`src/rtl/brush_stamp.sv`:
```
// brush_stamp: streams camera pixels through a frame-buffer read-modify-write, stamping a clamped square
// brush of ink (or erasing it) around the latest centre of mass. Address 1 cycle, write 3 cycles after a pixel.
module brush_stamp #(
  parameter int H_RES      = 320,
  parameter int V_RES      = 240,
  parameter int PIX_W      = 8,
  parameter int RADIUS     = 1,
  parameter int NUM_COLORS = 4,
  localparam int ADDR_W    = $clog2(H_RES * V_RES),
  localparam int XW        = $clog2(H_RES),
  localparam int YW        = $clog2(V_RES),
  localparam int CW        = $clog2(NUM_COLORS)
) (
  input  logic              clk_in,
  input  logic              rst_in,
  input  logic [XW-1:0]     x_com_in,
  input  logic [YW-1:0]     y_com_in,
  input  logic              com_valid_in,
  input  logic [XW:0]       hcount_in,
  input  logic [YW:0]       vcount_in,
  input  logic              pixel_valid_in,
  input  logic [PIX_W-1:0]  pixel_in,
  input  logic [CW-1:0]     color_select,
  input  logic              write_erase_select,
  input  logic              clear_in,
  input  logic [PIX_W-1:0]  bram_rdata_in,
  output logic [ADDR_W-1:0] bram_raddr_out,
  output logic [ADDR_W-1:0] wr_addr_out,
  output logic [PIX_W-1:0]  wr_pixel_out,
  output logic              wr_valid_out,
  output logic              armed_out
);
  localparam int XE = XW + 4;
  localparam int YE = YW + 4;
  localparam logic [XE-1:0] X_MAX = XE'(H_RES - 1);
  localparam logic [YE-1:0] Y_MAX = YE'(V_RES - 1);
  localparam logic [XE-1:0] X_RAD = XE'(RADIUS);
  localparam logic [YE-1:0] Y_RAD = YE'(RADIUS);

  typedef enum logic [1:0] {IDLE, ARMED, SWEEP} state_t;

  typedef struct packed {
    logic              vld;
    logic [ADDR_W-1:0] addr;
    logic [PIX_W-1:0]  pix;
    logic [CW-1:0]     color;
    logic              erase;
    logic              inbox;
    logic              clr;
  } stage_t;

  state_t            state_q, state_d;
  logic              pend_vld_q, pend_vld_d;
  logic [XW-1:0]     px_q, px_d;
  logic [YW-1:0]     py_q, py_d;
  logic [XW-1:0]     bx_lo_q, bx_lo_d, bx_hi_q, bx_hi_d;
  logic [YW-1:0]     by_lo_q, by_lo_d, by_hi_q, by_hi_d;
  logic              clr_pend_q, clr_pend_d;
  logic              clr_act_q, clr_act_d;
  stage_t            s0, s1_q, s2_q, s3_q;

  logic              frame_start, com_ok, pix_ok, ink;
  logic [XE-1:0]     px_e;
  logic [YE-1:0]     py_e;
  logic [XW-1:0]     cx_lo, cx_hi;
  logic [YW-1:0]     cy_lo, cy_hi;
  logic [PIX_W-1:0]  stamp_pix;

  assign frame_start = pixel_valid_in && (hcount_in == '0) && (vcount_in == '0);
  assign com_ok      = com_valid_in && (XE'(x_com_in) <= X_MAX) && (YE'(y_com_in) <= Y_MAX);
  assign pix_ok      = pixel_valid_in && (XE'(hcount_in) <= X_MAX) && (YE'(vcount_in) <= Y_MAX);

  // Brush edges are clamped to the frame so a box near a border never wraps.
  assign px_e  = XE'(px_q);
  assign py_e  = YE'(py_q);
  assign cx_lo = (px_e < X_RAD) ? '0 : XW'(px_e - X_RAD);
  assign cx_hi = (px_e + X_RAD > X_MAX) ? XW'(X_MAX) : XW'(px_e + X_RAD);
  assign cy_lo = (py_e < Y_RAD) ? '0 : YW'(py_e - Y_RAD);
  assign cy_hi = (py_e + Y_RAD > Y_MAX) ? YW'(Y_MAX) : YW'(py_e + Y_RAD);

  // A pending centre at frame start goes straight to SWEEP (ARMED is left in the same edge),
  // so the frame right after the pending centre arrives is the one that gets stamped.
  always_comb begin
    state_d    = state_q;
    pend_vld_d = pend_vld_q;
    px_d       = px_q;
    py_d       = py_q;
    bx_lo_d    = bx_lo_q;
    bx_hi_d    = bx_hi_q;
    by_lo_d    = by_lo_q;
    by_hi_d    = by_hi_q;
    clr_pend_d = clr_pend_q;
    clr_act_d  = clr_act_q;
    if (frame_start) begin
      clr_act_d  = clr_pend_q;
      clr_pend_d = 1'b0;
      if ((state_q != IDLE) && pend_vld_q) begin
        state_d    = SWEEP;
        pend_vld_d = 1'b0;
        bx_lo_d    = cx_lo;
        bx_hi_d    = cx_hi;
        by_lo_d    = cy_lo;
        by_hi_d    = cy_hi;
      end else if (state_q == SWEEP) begin
        state_d = IDLE;
      end
    end
    if (clear_in) clr_pend_d = 1'b1;
    if (com_ok) begin
      px_d       = x_com_in;
      py_d       = y_com_in;
      pend_vld_d = 1'b1;
      if (state_d == IDLE) state_d = ARMED;
    end
  end

  // Next-state box/flags are used so the frame-start pixel already belongs to the new frame.
  always_comb begin
    s0       = '0;
    s0.vld   = pix_ok;
    s0.addr  = ADDR_W'(vcount_in) * ADDR_W'(H_RES) + ADDR_W'(hcount_in);
    s0.pix   = pixel_in;
    s0.color = color_select;
    s0.erase = write_erase_select;
    s0.clr   = clr_act_d;
    s0.inbox = (state_d == SWEEP) &&
               (XE'(hcount_in) >= XE'(bx_lo_d)) && (XE'(hcount_in) <= XE'(bx_hi_d)) &&
               (YE'(vcount_in) >= YE'(by_lo_d)) && (YE'(vcount_in) <= YE'(by_hi_d));
  end

  always_ff @(posedge clk_in or negedge rst_in) begin
    if (!rst_in) begin
      state_q    <= IDLE;
      pend_vld_q <= 1'b0;
      px_q       <= '0;
      py_q       <= '0;
      bx_lo_q    <= '0;
      bx_hi_q    <= '0;
      by_lo_q    <= '0;
      by_hi_q    <= '0;
      clr_pend_q <= 1'b0;
      clr_act_q  <= 1'b0;
      s1_q       <= '0;
      s2_q       <= '0;
      s3_q       <= '0;
    end else begin
      state_q    <= state_d;
      pend_vld_q <= pend_vld_d;
      px_q       <= px_d;
      py_q       <= py_d;
      bx_lo_q    <= bx_lo_d;
      bx_hi_q    <= bx_hi_d;
      by_lo_q    <= by_lo_d;
      by_hi_q    <= by_hi_d;
      clr_pend_q <= clr_pend_d;
      clr_act_q  <= clr_act_d;
      s1_q       <= s0;
      s2_q       <= s1_q;
      s3_q       <= s2_q;
    end
  end

  assign bram_raddr_out = s1_q.addr;
  assign wr_addr_out    = s3_q.addr;
  assign armed_out      = (state_q != IDLE);
  assign ink            = (bram_rdata_in[PIX_W-1 -: 2] == 2'b11);

  always_comb begin
    stamp_pix               = '0;
    stamp_pix[CW-1:0]       = s3_q.color;
    stamp_pix[PIX_W-1 -: 2] = 2'b11;
    wr_valid_out            = 1'b0;
    wr_pixel_out            = s3_q.pix;
    if (s3_q.vld) begin
      if (s3_q.clr) begin
        wr_valid_out = 1'b1;
      end else if (!s3_q.erase) begin
        if (!ink) begin
          wr_valid_out = 1'b1;
          if (s3_q.inbox) wr_pixel_out = stamp_pix;
        end
      end else if (!ink || s3_q.inbox) begin
        wr_valid_out = 1'b1;
      end
    end
  end

endmodule

```
`config.mk`:
```
export PLATFORM = sky130hd
export DESIGN_NAME = brush_stamp
export DESIGN_NICKNAME = d
export VERILOG_FILES = /design/src/rtl/brush_stamp.sv
export SDC_FILE = /design/constraint.sdc
export NUM_CORES = 1
export LEC_CHECK = 0
export BUFFER_PORTS_ARGS = -buffer_cell sky130_fd_sc_hd__buf_2
export CAP_MARGIN = 30
export CORE_ASPECT_RATIO = 1.25
export CORE_MARGIN = 5
export CORE_UTILIZATION = 43
export CTS_CLUSTER_SIZE = 8
export DETAILED_ROUTE_END_ITERATION = 16
export PLACE_DENSITY = 0.72
export SLEW_MARGIN = 10
export SYNTH_ARGS = -nofsm -noshare
export SYNTH_HDL_FRONTEND = slang
export SYNTH_SLANG_ARGS = --single-unit
```
`constraint.sdc`:
```
create_clock -name clk_in -period 3.8 [get_ports clk_in]
set_clock_uncertainty 0.1 [all_clocks]
set_input_delay 0.38 -clock clk_in [delete_from_list [all_inputs] [get_ports clk_in]]
set_output_delay 0.38 -clock clk_in [all_outputs]
set_load 0.02 [all_outputs]
```
### Yosys cells after proc, flatten, opt, wreduce, memory -nomap -nowiden

Index checks and enable logic that the tools add are counted.

| operators by class | value |
|---|---|
| $add $sub $neg | 5 |
| multiply operators | 1 |
| magnitude comparators | 12 |
| equal/unequal tests | 3 |
| mux-type cells | 32 |
| reductions and logical operators | 21 |

Operator list:

| cell | count |
|---|---|
| 2-to-1 mux 8 bit | 11 |
| 2-to-1 mux 9 bit | 6 |
| adder 17 x 10 -> 17 bit | 1 |
| > comparator 13 x 9 -> 1 bit (second input constant) | 1 |
| > comparator 12 x 8 -> 1 bit (second input constant) | 1 |
| logical AND 1 bit | 11 |
| multiplier 9 x 3 -> 11 bit (second input constant) | 1 |
| adder 9 x 1 -> 10 bit (second input constant) | 1 |
| >= comparator 10 x 9 -> 1 bit | 1 |
| <= comparator 10 x 9 -> 1 bit | 1 |
| <= comparator 10 x 9 -> 1 bit (second input constant) | 1 |
| zero test 10 bit | 1 |
| 2-to-1 mux 1 bit | 10 |
| 2-to-1 mux 2 bit | 5 |
| adder 8 x 1 -> 9 bit (second input constant) | 1 |
| >= comparator 9 x 8 -> 1 bit | 1 |
| <= comparator 9 x 8 -> 1 bit | 1 |
| <= comparator 9 x 8 -> 1 bit (second input constant) | 1 |
| <= comparator 9 bit (second input constant) | 1 |
| zero test 9 bit | 1 |
| less-than comparator 9 x 1 -> 1 bit (second input constant) | 1 |
| subtractor 9 x 1 -> 9 bit (second input constant) | 1 |
| <= comparator 8 bit (second input constant) | 1 |
| less-than comparator 8 x 1 -> 1 bit (second input constant) | 1 |
| other kinds (7) | 12 |

| storage, ports and cells | value |
|---|---|
| register bits | 148 |
| bits of input ports | 60 |
| output and inout bits | 44 |
| logic and storage cells | 104 |

### Logic depth before layout (Yosys ltp)

Gate-level depths: netlist of the first run.

| logic depth | value |
|---|---|
| word-level depth | 12 |
| mapped depth | 15 |
| gate-level depth less buffers | 14 |

### Least setup slack after synthesis of the first run

Ideal clock, no wire load.

| timing | value |
|---|---|
| path type | in2reg |
| start | input vcount_in[6] |
| end | register s1_q[1] (netlist name) |
| setup time | 0.068 ns |
| arrival | 3.295 ns |
| data required time | 3.632 ns |
| slack | 0.338 ns |
| stages | 12 |
| path buffers | 0 |
| cell sequence | or4_4 nor2_4 nand3_2 or4_4 o21ai_2 and2_1 ha_1 and4_1 a221o_1 a2111o_1 a21oi_1 and4_1 |

RTL lines:

| item | RTL line | source |
|---|---|---|
| from (decl) | 20 | `input logic [YW:0] vcount_in,` |
| to (signal assigned) | 143 | `s1_q <= '0;` |
| to (signal assigned) | 157 | `s1_q <= s0;` |
| to (decl) | 60 | `stage_t s0, s1_q, s2_q, s3_q;` |

==> parameters.txt, run 1 <==
Parameter                              Value

Run status
  Status ... complete, no violations

Clocking
  CTS Root Cell ... sky130_fd_sc_hd__clkbuf_16
  Number of setup buffers added after CTS ... 0
  Clock slew at the register clock pins of the worst setup and hold paths ... 0.06 ns
  Clk_lat worst skew ... 0.42 ns
  Buffers from clock root to sink, at most ... 2
  Number of buffers created by CTS ... 17
  Total number of clock tree sinks ... 148
  TritonCTS clock tree ... done
  H-tree level count ... 4

Yosys
  Count of synthesis-stage warnings from yosys ... 0
  Number of register bits inferred by synthesis ... 148
  Proportion of synthesized flip-flops having asynchronous set or reset ... 100%
  Synth unique cells ... 68
  Number of synthesized flops with an enable pin ... 0
  Net Count, Synth ... 757
  Most frequently used cell type in the post-synthesis netlist ... sky130_fd_sc_hd__dfrtp_1
  Part of the Yosys area used for sequential elements ... 51.6%
  Portion of synthesized cell area occupied by the leading cell type ... 51.6%
  Cell area after synthesis ... 7180 sq um
  Most used flip-flop cell after synthesis ... sky130_fd_sc_hd__dfrtp_1
  Leading post-synthesis cells by instance count ... sky130_fd_sc_hd__dfrtp_1, sky130_fd_sc_hd__ha_1, sky130_fd_sc_hd__inv_1
  Post-Syn Area per Cell ... 11.2 sq um
  Yosys top cell by area ... sky130_fd_sc_hd__dfrtp_1
  Number of instances in the synthesized netlist ... 638
  Top cells by area, synth ... sky130_fd_sc_hd__dfrtp_1, sky130_fd_sc_hd__ha_1, sky130_fd_sc_hd__buf_4

Setup path
  Highest net fanout along the worst path ... 9
  Crit Path Category ... reg2reg
  R2r setup slk ... 0.15 ns
  Cells on worst reg2reg path ... 13
  Instance count on the critical path ... 13
  Crit path buffers/inverters ... 0
  Setup crit start kind ... flip-flop
  Critical path data arrival time ... 3.91 ns
  FF-to-FF Start ... px_q[3]$_DFFE_PN0P_
  Critical path endpoint ... s1_q[1]$_DFF_PN0_
  Required time reported for the critical path endpoint ... 4.06 ns
  Cell type group with the largest total delay on the critical path ... compound AO/OA/AOI/OAI gates
  Critical path origin ... px_q[3]$_DFFE_PN0P_
  Stage delay of the slowest cell on the critical path ... 0.46 ns
  Crit Reg-Reg Endpoint ... s1_q[1]$_DFF_PN0_
  CP Capture Type ... flip-flop
  Worst path cell trace ... and4_2 > a2111o_1 > o311ai_2 > o211ai_1 > o311ai_2 > and2_1 > ha_1 > a21o_1 > a21o_1 > a221o_1 > a2111o_1 > a21oi_1 > and4_1
  Slowest library cell on the worst path ... sky130_fd_sc_hd__dfrtp_2

Floorplan
  Core Rows ... 52
  Placeable core area ... 16300 sq um
  I/O pins ... 104
  Full die area ... 19400 sq um
  Y dimension of the die ... 154 um
  Die Wd ... 126 um
  Initial cell density of the core ... 43.9%

Timing
  Final hold viol count ... 0
  Relative max-transition margin ... 49.9%
  Hold slack ... 0.0289 ns
  Final setup fails ... 0
  Peak clock frequency supported by timing ... 274 MHz
  Clock period minus final worst setup slack ... 3.65 ns
  Unrepaired setup endpoints after global routing ... no
  Final period util ... 96.1%
  Transition at the pin with the smallest max-transition slack ... 0.752 ns
  Max Transition Viols Final ... 0
  Total negative slack for setup checks ... 0 ns

Drt
  Number of vias per cell after detailed routing ... 5.07
  DRC violations left ... 0
  1st-pass router iterations ... 4
  Via count of the routed design ... 4928
  DR iter-0 viols ... 327
  Drt wl/cell ... 15.1 um
  Number of antenna-violating nets in the routed design ... 0
  Total wire length after detailed routing ... 14600 um

Global route
  Largest net degree at the start of global routing ... 97
  Initial antenna violation count ... 0
  Aggregate global-route resource usage ... 15.9%
  Grt total ovfl ... 0
  Vias in the first global route ... 4932
  First-pass GRT wire length ... 24600 um

Layout
  Diode count ... 0
  Cell area after layout ... 8620 sq um
  Proportion of layout cells with a drive suffix above 1 ... 26.7%
  Non-filler instance count after layout ... 972
  Final layout net count ... 862
  Synth-to-Final Area Change ... 20.1%

Placement
  Input/output buffers ... 97
  Cell count after placement ... 927
  GPL Wtd Cong ... 0.807
  Half-perimeter wire length of the detailed placement result ... 11000 um
  Instance area at placement ... 7810 sq um

Pwr
  Max VDD drop ... 0.000283 V
  LEAKAGE ... 4.16 nW
  Final Power ... 4.29 mW
  Total power per unit cell area ... 498 nW/um^2

Min path
  Worst Hold Path Cells ... 1
  Class of the tightest hold or removal check ... in2reg

Run
  Number of maximum-capacitance violations ... 0
## worst register-to-register path: stages (launching register included)
cell and delay, ns:
sky130_fd_sc_hd__dfrtp_2 0.46, sky130_fd_sc_hd__and4_2 0.28, sky130_fd_sc_hd__a2111o_1 0.43, sky130_fd_sc_hd__o311ai_2 0.11
sky130_fd_sc_hd__o211ai_1 0.17, sky130_fd_sc_hd__o311ai_2 0.15, sky130_fd_sc_hd__and2_1 0.20, sky130_fd_sc_hd__ha_1 0.24
sky130_fd_sc_hd__a21o_1 0.18, sky130_fd_sc_hd__a21o_1 0.18, sky130_fd_sc_hd__a221o_1 0.36, sky130_fd_sc_hd__a2111o_1 0.40
sky130_fd_sc_hd__a21oi_1 0.13, sky130_fd_sc_hd__and4_1 0.19
## final cells by class
cell class | instances | area [sq um]
multi-input combinational | 391 | 2970
clock inverter | 12 | 166
tap | 216 | 270
sequential | 148 | 3710
fill | 1393 | 7710
timing repair buffer | 141 | 872
inverter | 44 | 165
clock buffer | 20 | 467
## logic make-up after synthesis
family                     after synthesis  share of synthesized area, %
xor gates and xnor gates                26                          3.17
AOI/OAI and AO/OA                      113                          11.0
muxes                                   26                          3.96
and+or+nand+nor                        167                          12.5
buffers and inverters                   99                          7.31
DFF                                    148                          51.6
adders and majority gates               59                          10.5
## sequential cells by signal, indices dropped and copies added, names as in the netlist, 8 cells and up
name,cells
bram_raddr_out,17
bx_hi_q,9
bx_lo_q,9
by_hi_q,8
by_lo_q,8
px_q,9
py_q,8
s1_q,14
s2_q,31
s3_q,14
wr_addr_out,17
## power breakdown
| group | leakage (nW) | internal, mW | switching [mW] |
|---|---|---|---|
| clock network | 0.305 | 1.10 | 0.670 |
| registers | 1.82 | 1.73 | 0.101 |
| logic | 2.04 | 0.285 | 0.402 |
| total | 4.16 | 3.12 | 1.17 |
## metal layers
layer  track usage [%]  wire length, um  up-vias
met2              25.4             7160      121
met5                 0                0        -
met1              20.5             6380     2381
met4              7.02              379        0
met3              3.93              721       26
li1                  -                -     2400
## worst min path at each step
stage | from | end
after CTS | hcount_in[0] | bram_raddr_out[0]$_DFF_PN0_
after floorplan | rst_in | bram_raddr_out[0]$_DFF_PN0_
after global placement | s2_q[27]$_DFF_PN0_ | wr_addr_out[14]$_DFF_PN0_
after detailed placement | s2_q[8]$_DFF_PN0_ | s3_q[8]$_DFF_PN0_
after global routing | hcount_in[0] | bram_raddr_out[0]$_DFF_PN0_
final | hcount_in[1] | bram_raddr_out[1]$_DFF_PN0_
## through the flow
stage / setup WS [ns] / util [%]
floorplan: 0.338 / -
CTS: 0.0819 / 52.4
global route: 0.0337 / 52.8
detailed placement: 0.0411 / 47.8
finish: 0.147 / 52.8
global placement: 0.0541 / 47.8
## cells in the final DEF, fill, tap and decap left out, drive strengths merged, types with 6 or more instances in the layout
cell type,Yosys,layout
mux2i,7,7
nor3,14,14
nand3,13,13
dfrtp,148,148
clkbuf,10,20
mux2,19,19
and2,10,10
buf,45,129
ha,57,57
a21oi,24,24
nor2,39,39
o21a,8,8
xnor2,17,17
nand2b,8,8
dlygate4sd3,0,12
o21ai,19,19
nor2b,8,8
nand4,9,9
nand2,39,39
a211oi,6,6
xor2,9,9
inv,44,49
a21o,16,16
## repair_timing
action / 4_1_cts / 5_1_grt
hold endpoints to repair: 105 / 0
endpoints found under the setup margin: 0 / 1
resized for setup: 0 / 7
hold buffers: 12 / 0
No activity file was read; power rests on OpenSTA's default activity.
==> run 2, diff against run 1 <==
- BUFFER_PORTS_ARGS: -buffer_cell sky130_fd_sc_hd__buf_2 -> not set
- CORE_UTILIZATION: 43 -> 55
- DONT_BUFFER_PORTS: not set -> 1
- PLACE_DENSITY: 0.72 -> 0.79
==> run 2 against run 1 <==
Against the previous run:
- die area shrank 20%
- largest cell class unchanged
- total power fell by 3.4%
- hold slack lost 0.48 ns
- the flow now finishes with violations (hold timing)
- combinational power down 32%
==> parameters.txt, run 2 (same netlist as run 1, synthesis figures left out) <==
Parameter                              Value

Timing
  Total negative slack for setup checks ... 0 ns (unchanged)
  Final period util ... 94.5% (was 96.1%)
  Final hold viol count ... 148 (was 0)
  Hold slack ... -0.454 ns (was 0.0289 ns)
  Max Transition Viols Final ... 0 (unchanged)
  Relative max-transition margin ... 50.5% (was 49.9%)
  Unrepaired setup endpoints after global routing ... no (unchanged)
  Clock period minus final worst setup slack ... 3.59 ns (was 3.65 ns)
  Final setup fails ... 0 (unchanged)
  Transition at the pin with the smallest max-transition slack ... 0.733 ns (was 0.752 ns)
  Peak clock frequency supported by timing ... 279 MHz (was 274 MHz)

Drt
  1st-pass router iterations ... 4 (unchanged)
  Number of antenna-violating nets in the routed design ... 0 (unchanged)
  DR iter-0 viols ... 252 (was 327)
  Drt wl/cell ... 17.1 um (was 15.1 um)
  Via count of the routed design ... 4681 (was 4928)
  Number of vias per cell after detailed routing ... 5.54 (was 5.07)
  Total wire length after detailed routing ... 14400 um (was 14600 um)
  DRC violations left ... 0 (unchanged)

Clocking
  CTS Root Cell ... sky130_fd_sc_hd__clkbuf_16 (unchanged)
  Hold bufs inserted after CTS ... 38 (was 12)
  Clk_lat worst skew ... 0.42 ns (about the same)
  H-tree level count ... 4 (unchanged)
  Clock slew at the register clock pins of the worst setup and hold paths ... 0.06 ns (about the same)
  Number of buffers created by CTS ... 17 (unchanged)
  Total number of clock tree sinks ... 148 (unchanged)
  Buffers from clock root to sink, at most ... 2 (unchanged)
  TritonCTS clock tree ... done (unchanged)

Run status
  Violations in the final reports ... hold timing
  Status ... finished with violations (was complete, no violations)

Layout
  FF+latch area ... 3710 sq um (unchanged)
  Area of the multi-input gates ... 2990 sq um (was 2970 sq um)
  Synth-to-Final Area Change ... 15.2% (was 20.1%)
  Diode count ... 0 (unchanged)
  Proportion of layout cells with a drive suffix above 1 ... 14.8% (was 26.7%)
  Largest register by flop count ... s2_q (unchanged)
  Commonest non-fill, non-tap cells in the layout ... sky130_fd_sc_hd__dfrtp_1, sky130_fd_sc_hd__ha_1, sky130_fd_sc_hd__inv_1, sky130_fd_sc_hd__nand2_1 (was sky130_fd_sc_hd__dfrtp_1, sky130_fd_sc_hd__buf_2, sky130_fd_sc_hd__ha_1, sky130_fd_sc_hd__inv_1, sky130_fd_sc_hd__nand2_1)
  Layout filler cell count ... 947 (was 1393)
  Max reg flops ... 31 (unchanged)
  Most common cell after layout, fill and taps aside ... sky130_fd_sc_hd__dfrtp_1 (unchanged)
  Final layout net count ... 783 (was 862)

Floorplan
  Placeable core area ... 12700 sq um (was 16300 sq um)
  I/O pins ... 104 (unchanged)
  Initial cell density of the core ... 56.4% (was 43.9%)
  Full die area ... 15400 sq um (was 19400 sq um)
  Y dimension of the die ... 138 um (was 154 um)
  Die Wd ... 112 um (was 126 um)
  Core Rows ... 46 (was 52)

Global route
  First-pass GRT wire length ... 24000 um (was 24600 um)
  Global routing usage on met3 ... 5.54% (was 3.93%)
  Aggregate global-route resource usage ... 19.8% (was 15.9%)
  Layer carrying the most global-route usage ... met2 (unchanged)
  Grt total ovfl ... 0 (unchanged)
  Vias in the first global route ... 4902 (was 4932)
  Global-route met1 utilization ... 23.0% (was 20.5%)
  Initial antenna violation count ... 0 (unchanged)
  M2 GR Usage ... 34.1% (was 25.4%)
  Largest net degree at the start of global routing ... 149 (was 97)

Setup path
  Required time reported for the critical path endpoint ... 4.06 ns (about the same)
  Setup crit start kind ... flip-flop (unchanged)
  Highest net fanout along the worst path ... 4 (was 9)
  Critical path data arrival time ... 3.85 ns (was 3.91 ns)
  Crit Path Category ... reg2reg (unchanged)
  CP Capture Type ... flip-flop (unchanged)
  R2r setup slk ... 0.21 ns (was 0.15 ns)

Placement
  Half-perimeter wire length of the detailed placement result ... 10500 um (was 11000 um)
  Input/output buffers ... 0 (was 97)
  GPL Wtd Cong ... 0.826 (was 0.807)

Pwr
  Total power per unit cell area ... 501 nW/um^2 (was 498 nW/um^2)
  Max VDD drop ... 0.000321 V (was 0.000283 V)
  LEAKAGE ... 3.83 nW (was 4.16 nW)

Min path
  Class of the tightest hold or removal check ... in2async (was in2reg)

Run
  Number of maximum-capacitance violations ... 0 (unchanged)
-- run 2: cell types whose count changed in the layout (fill, tap and decap cells not counted), sizes merged --
cell / change
buf: -105
clkbuf: -3
clkinv: +2
clkinvlp: +2
dlygate4sd3: +26
inv: -1
-- run 2: metal layers --
layer	share of wire (%)	wire length (um)
met1	40	5780
met2	51	7370
met3	5.9	849
met4	3.1	453
met5	0	0
-- run 2: layout make-up --
class,instances,share of cell area [%]
flip-flops and latches,148,44.8
inverters,44,2.04
clock inverters,15,2.38
multi-input cells,391,36.2
clock buffers,17,5.15
well taps,168,2.54
repair buffers,62,6.83
-- run 2: power by group --
| group | switching, mW | leakage, nW | internal (mW) | total (mW) |
|---|---|---|---|---|
| Combinational | 0.232 | 1.71 | 0.233 | 0.465 |
| Clock | 0.676 | 0.295 | 1.05 | 1.73 |
| Sequential | 0.216 | 1.82 | 1.73 | 1.95 |
-- run 2: path summary, 6_finish.rpt --
| path | start | end | cells after the start |
|---|---|---|---|
| max | px_q[1]$_DFFE_PN0P_ | s1_q[1]$_DFF_PN0_ | 14 |
| min | rst_in | px_q[1]$_DFFE_PN0P_ | 0 |
| max reg2reg | px_q[1]$_DFFE_PN0P_ | s1_q[1]$_DFF_PN0_ | 14 |
| min reg2reg | s2_q[16]$_DFF_PN0_ | wr_addr_out[3]$_DFF_PN0_ | 0 |
| max in group asynchronous | rst_in | s2_q[26]$_DFF_PN0_ | 0 |
| min in group clk_in | hcount_in[6] | bram_raddr_out[6]$_DFF_PN0_ | 1 |
-- run 2: stage by stage --
stage / instance area (sq um) / setup WS (ns) / std cells / power [mW] / util [%]
after floorplan: 7180 / 0.338 / 638 / 2.38 / -
after global placement: 7180 / 0.181 / 772 / 2.36 / 56.5
after detailed placement: 7180 / 0.158 / 772 / 2.39 / 56.5
after CTS: 8190 / 0.133 / 842 / 4.15 / 64.4
after global routing: 8260 / 0.0187 / 845 / 4.32 / 65.0
final: 8260 / 0.210 / 845 / 4.14 / 65.0
-- run 2: repair_timing --
action | in CTS | in global routing
endpoints found under the setup margin | 0 | 1
buffers inserted | 0 | 3
resized for setup | 0 | 13
hold endpoints to repair | 185 | 148
-- run 2: worst max-delay path: stages, from the launching register on --
cell and delay (ns):
sky130_fd_sc_hd__dfrtp_1 0.43, sky130_fd_sc_hd__ha_4 0.18, sky130_fd_sc_hd__nand3_2 0.13, sky130_fd_sc_hd__a2111o_1 0.37, sky130_fd_sc_hd__o311ai_1 0.12, sky130_fd_sc_hd__o211ai_1 0.17
sky130_fd_sc_hd__o311ai_2 0.14, sky130_fd_sc_hd__and2_1 0.18, sky130_fd_sc_hd__ha_1 0.23, sky130_fd_sc_hd__a21o_1 0.19, sky130_fd_sc_hd__a21o_1 0.17, sky130_fd_sc_hd__a221o_1 0.36
sky130_fd_sc_hd__a2111o_1 0.43, sky130_fd_sc_hd__a21oi_2 0.13, sky130_fd_sc_hd__and4_1 0.19
==> run 3, diff against run 2 <==
- PLACE_DENSITY: 0.79 -> 0.7
==> run 3 against run 2 <==
Against the previous run:
- the run still ends with hold timing left
- via count fell by 1.2%
- total power fell by 2.8%
- register-to-register slack barely moved
- combinational power rose by 1%
- wire length fell by 0.80%
- hold slack improved by 0.014 ns
- first-iteration DRC count rose by 29%
- non-clock buffer count fell by 9
- critical path depth did not move
- clock power fell by 7%
- flip-flop and latch count did not move
- critical endpoint unchanged
- largest power group unchanged
==> parameters.txt, run 3 (same netlist as run 1, synthesis figures left out) <==
Parameter                              Value

Global route
  Grt total ovfl ... 0 (unchanged)
  Largest net degree at the start of global routing ... 149 (unchanged)
  First-pass GRT wire length ... 24000 um (about the same)
  Aggregate global-route resource usage ... 19.7% (was 19.8%)
  Vias in the first global route ... 4880 (was 4902)
  Initial antenna violation count ... 0 (unchanged)

Run
  Number of maximum-capacitance violations ... 0 (unchanged)

Layout
  Diode count ... 0 (unchanged)
  Max reg flops ... 31 (unchanged)
  Most common cell after layout, fill and taps aside ... sky130_fd_sc_hd__dfrtp_1 (unchanged)
  Proportion of layout cells with a drive suffix above 1 ... 14.8% (about the same)
  Synth-to-Final Area Change ... 13.3% (was 15.2%)
  Largest register by flop count ... s2_q (unchanged)
  Commonest non-fill, non-tap cells in the layout ... sky130_fd_sc_hd__dfrtp_1, sky130_fd_sc_hd__ha_1, sky130_fd_sc_hd__inv_1, sky130_fd_sc_hd__nand2_1, sky130_fd_sc_hd__nor2_1 (was sky130_fd_sc_hd__dfrtp_1, sky130_fd_sc_hd__ha_1, sky130_fd_sc_hd__inv_1, sky130_fd_sc_hd__nand2_1)
  Final layout net count ... 774 (was 783)
  Utilization after layout ... 63.9% (was 65.0%)

Timing
  Max Transition Viols Final ... 0 (unchanged)
  Peak clock frequency supported by timing ... 278 MHz (was 279 MHz)
  Hold slack ... -0.440 ns (was -0.454 ns)
  Total negative slack for setup checks ... 0 ns (unchanged)
  Final hold viol count ... 148 (unchanged)
  Relative max-transition margin ... 50.3% (was 50.5%)
  Final setup fails ... 0 (unchanged)
  Clock period minus final worst setup slack ... 3.60 ns (was 3.59 ns)
  Final period util ... 94.6% (was 94.5%)
  Transition at the pin with the smallest max-transition slack ... 0.736 ns (was 0.733 ns)

Drt
  Total wire length after detailed routing ... 14300 um (was 14400 um)
  Number of vias per cell after detailed routing ... 5.53 (was 5.54)
  DR iter-0 viols ... 326 (was 252)
  Via count of the routed design ... 4624 (was 4681)
  Drt wl/cell ... 17.1 um (about the same)
  DRC violations left ... 0 (unchanged)
  Number of antenna-violating nets in the routed design ... 0 (unchanged)
  1st-pass router iterations ... 4 (unchanged)

Floorplan
  Full die area ... 15400 sq um (unchanged)
  Y dimension of the die ... 138 um (unchanged)
  Initial cell density of the core ... 56.4% (unchanged)
  Die Wd ... 112 um (unchanged)
  I/O pins ... 104 (unchanged)
  Placeable core area ... 12700 sq um (unchanged)
  Core Rows ... 46 (unchanged)

Setup path
  Setup crit start kind ... flip-flop (unchanged)
  Worst path cell trace ... ha_4 > nand3_2 > a2111o_1 > o311ai_1 > o211ai_1 > o311ai_2 > and2_1 > ha_1 > a21o_1 > a21o_1 > a221o_1 > a2111o_1 > a21oi_1 > and4_1 (was ha_4 > nand3_2 > a2111o_1 > o311ai_1 > o211ai_1 > o311ai_2 > and2_1 > ha_1 > a21o_1 > a21o_1 > a221o_1 > a2111o_1 > a21oi_2 > and4_1)
  Slowest library cell on the worst path ... sky130_fd_sc_hd__dfrtp_1 (unchanged)
  Required time reported for the critical path endpoint ... 4.05 ns (was 4.06 ns)
  Stage delay of the slowest cell on the critical path ... 0.44 ns (was 0.43 ns)
  Highest net fanout along the worst path ... 4 (unchanged)
  Crit Path Category ... reg2reg (unchanged)
  CP Capture Type ... flip-flop (unchanged)
  Cell type group with the largest total delay on the critical path ... compound AO/OA/AOI/OAI gates (unchanged)
  Critical path data arrival time ... 3.84 ns (was 3.85 ns)
  Crit path buffers/inverters ... 0 (unchanged)

Clocking
  Clk_lat worst skew ... 0.41 ns (was 0.42 ns)
  Buffers from clock root to sink, at most ... 2 (unchanged)
  Number of buffers created by CTS ... 17 (unchanged)
  H-tree level count ... 4 (unchanged)
  CTS Root Cell ... sky130_fd_sc_hd__clkbuf_16 (unchanged)
  Clock slew at the register clock pins of the worst setup and hold paths ... 0.06 ns (about the same)
  TritonCTS clock tree ... done (unchanged)
  Total number of clock tree sinks ... 148 (unchanged)

Placement
  Half-perimeter wire length of the detailed placement result ... 10700 um (was 10500 um)
  Input/output buffers ... 0 (unchanged)
  GPL Wtd Cong ... 0.870 (was 0.826)

Run status
  Status ... finished with violations (unchanged)
  Violations in the final reports ... hold timing (unchanged)

Pwr
  Final Power ... 4.02 mW (was 4.14 mW)
  Total power per unit cell area ... 495 nW/um^2 (was 501 nW/um^2)
  LEAKAGE ... 3.79 nW (was 3.83 nW)
  Max VDD drop ... 0.000314 V (was 0.000321 V)

Min path
  Class of the tightest hold or removal check ... in2async (unchanged)
## run 3: cell count changes in the layout (fill, tap and decap cells not counted), sizes merged
cell	previous run	this run
buf	24	25
bufinv	3	1
clkbuf	17	18
clkinvlp	4	2
dlygate4sd3	38	28
inv	48	51
## run 3: final cells by class
type	count	area [sq um]
multi-input combinational	391	2990
clock buffer	18	439
timing repair buffer	53	480
fill	958	4590
sequential	148	3700
clock inverter	14	140
inverter	44	165
tap	168	210
## run 3: per-stage QoR
step | setup slack, ns | instances | cell area, sq um
CTS | 0.0714 | 833 | 8060
global placement | 0.122 | 776 | 7230
detailed placement | 0.0928 | 776 | 7230
finish | 0.204 | 836 | 8130
floorplan | 0.338 | 638 | 7180
global route | -0.0197 | 836 | 8130
## run 3: power breakdown
group | internal, mW | switching (mW)
Sequential | 1.73 | 0.211
Combinational | 0.230 | 0.241
Clock | 0.937 | 0.673
Total | 2.90 | 1.12
## run 3: layer usage
metal | wire [um] | vias to the layer above | GRT usage [%]
met5 | 0 | - | 0
met4 | 231 | 0 | 6.08
met3 | 746 | 20 | 5.45
met2 | 7280 | 124 | 33.7
met1 | 6070 | 2250 | 24.4
li1 | - | 2230 | -
## run 3: timing repair
action	4_1_cts	5_1_grt
setup endpoints to repair	0	1
hold endpoints to repair	171	151
resized for setup	0	11
buffers inserted	0	0
hold buffers	25	3
## run 3: worst paths after layout
kind | start | end | cells after the start | slack, ns
setup / recovery | px_q[0]$_DFFE_PN0P_ | s1_q[1]$_DFF_PN0_ | 14 | 0.20
hold / removal | rst_in | wr_addr_out[11]$_DFF_PN0_ | 0 | -0.44
setup reg to reg | px_q[0]$_DFFE_PN0P_ | s1_q[1]$_DFF_PN0_ | 14 | 0.20
hold reg to reg | s1_q[8]$_DFF_PN0_ | s2_q[8]$_DFF_PN0_ | 0 | 0.24
max in group asynchronous | rst_in | px_q[1]$_DFFE_PN0P_ | 0 | 3.84
min in group clk_in | x_com_in[2] | px_q[2]$_DFFE_PN0P_ | 1 | 0.01
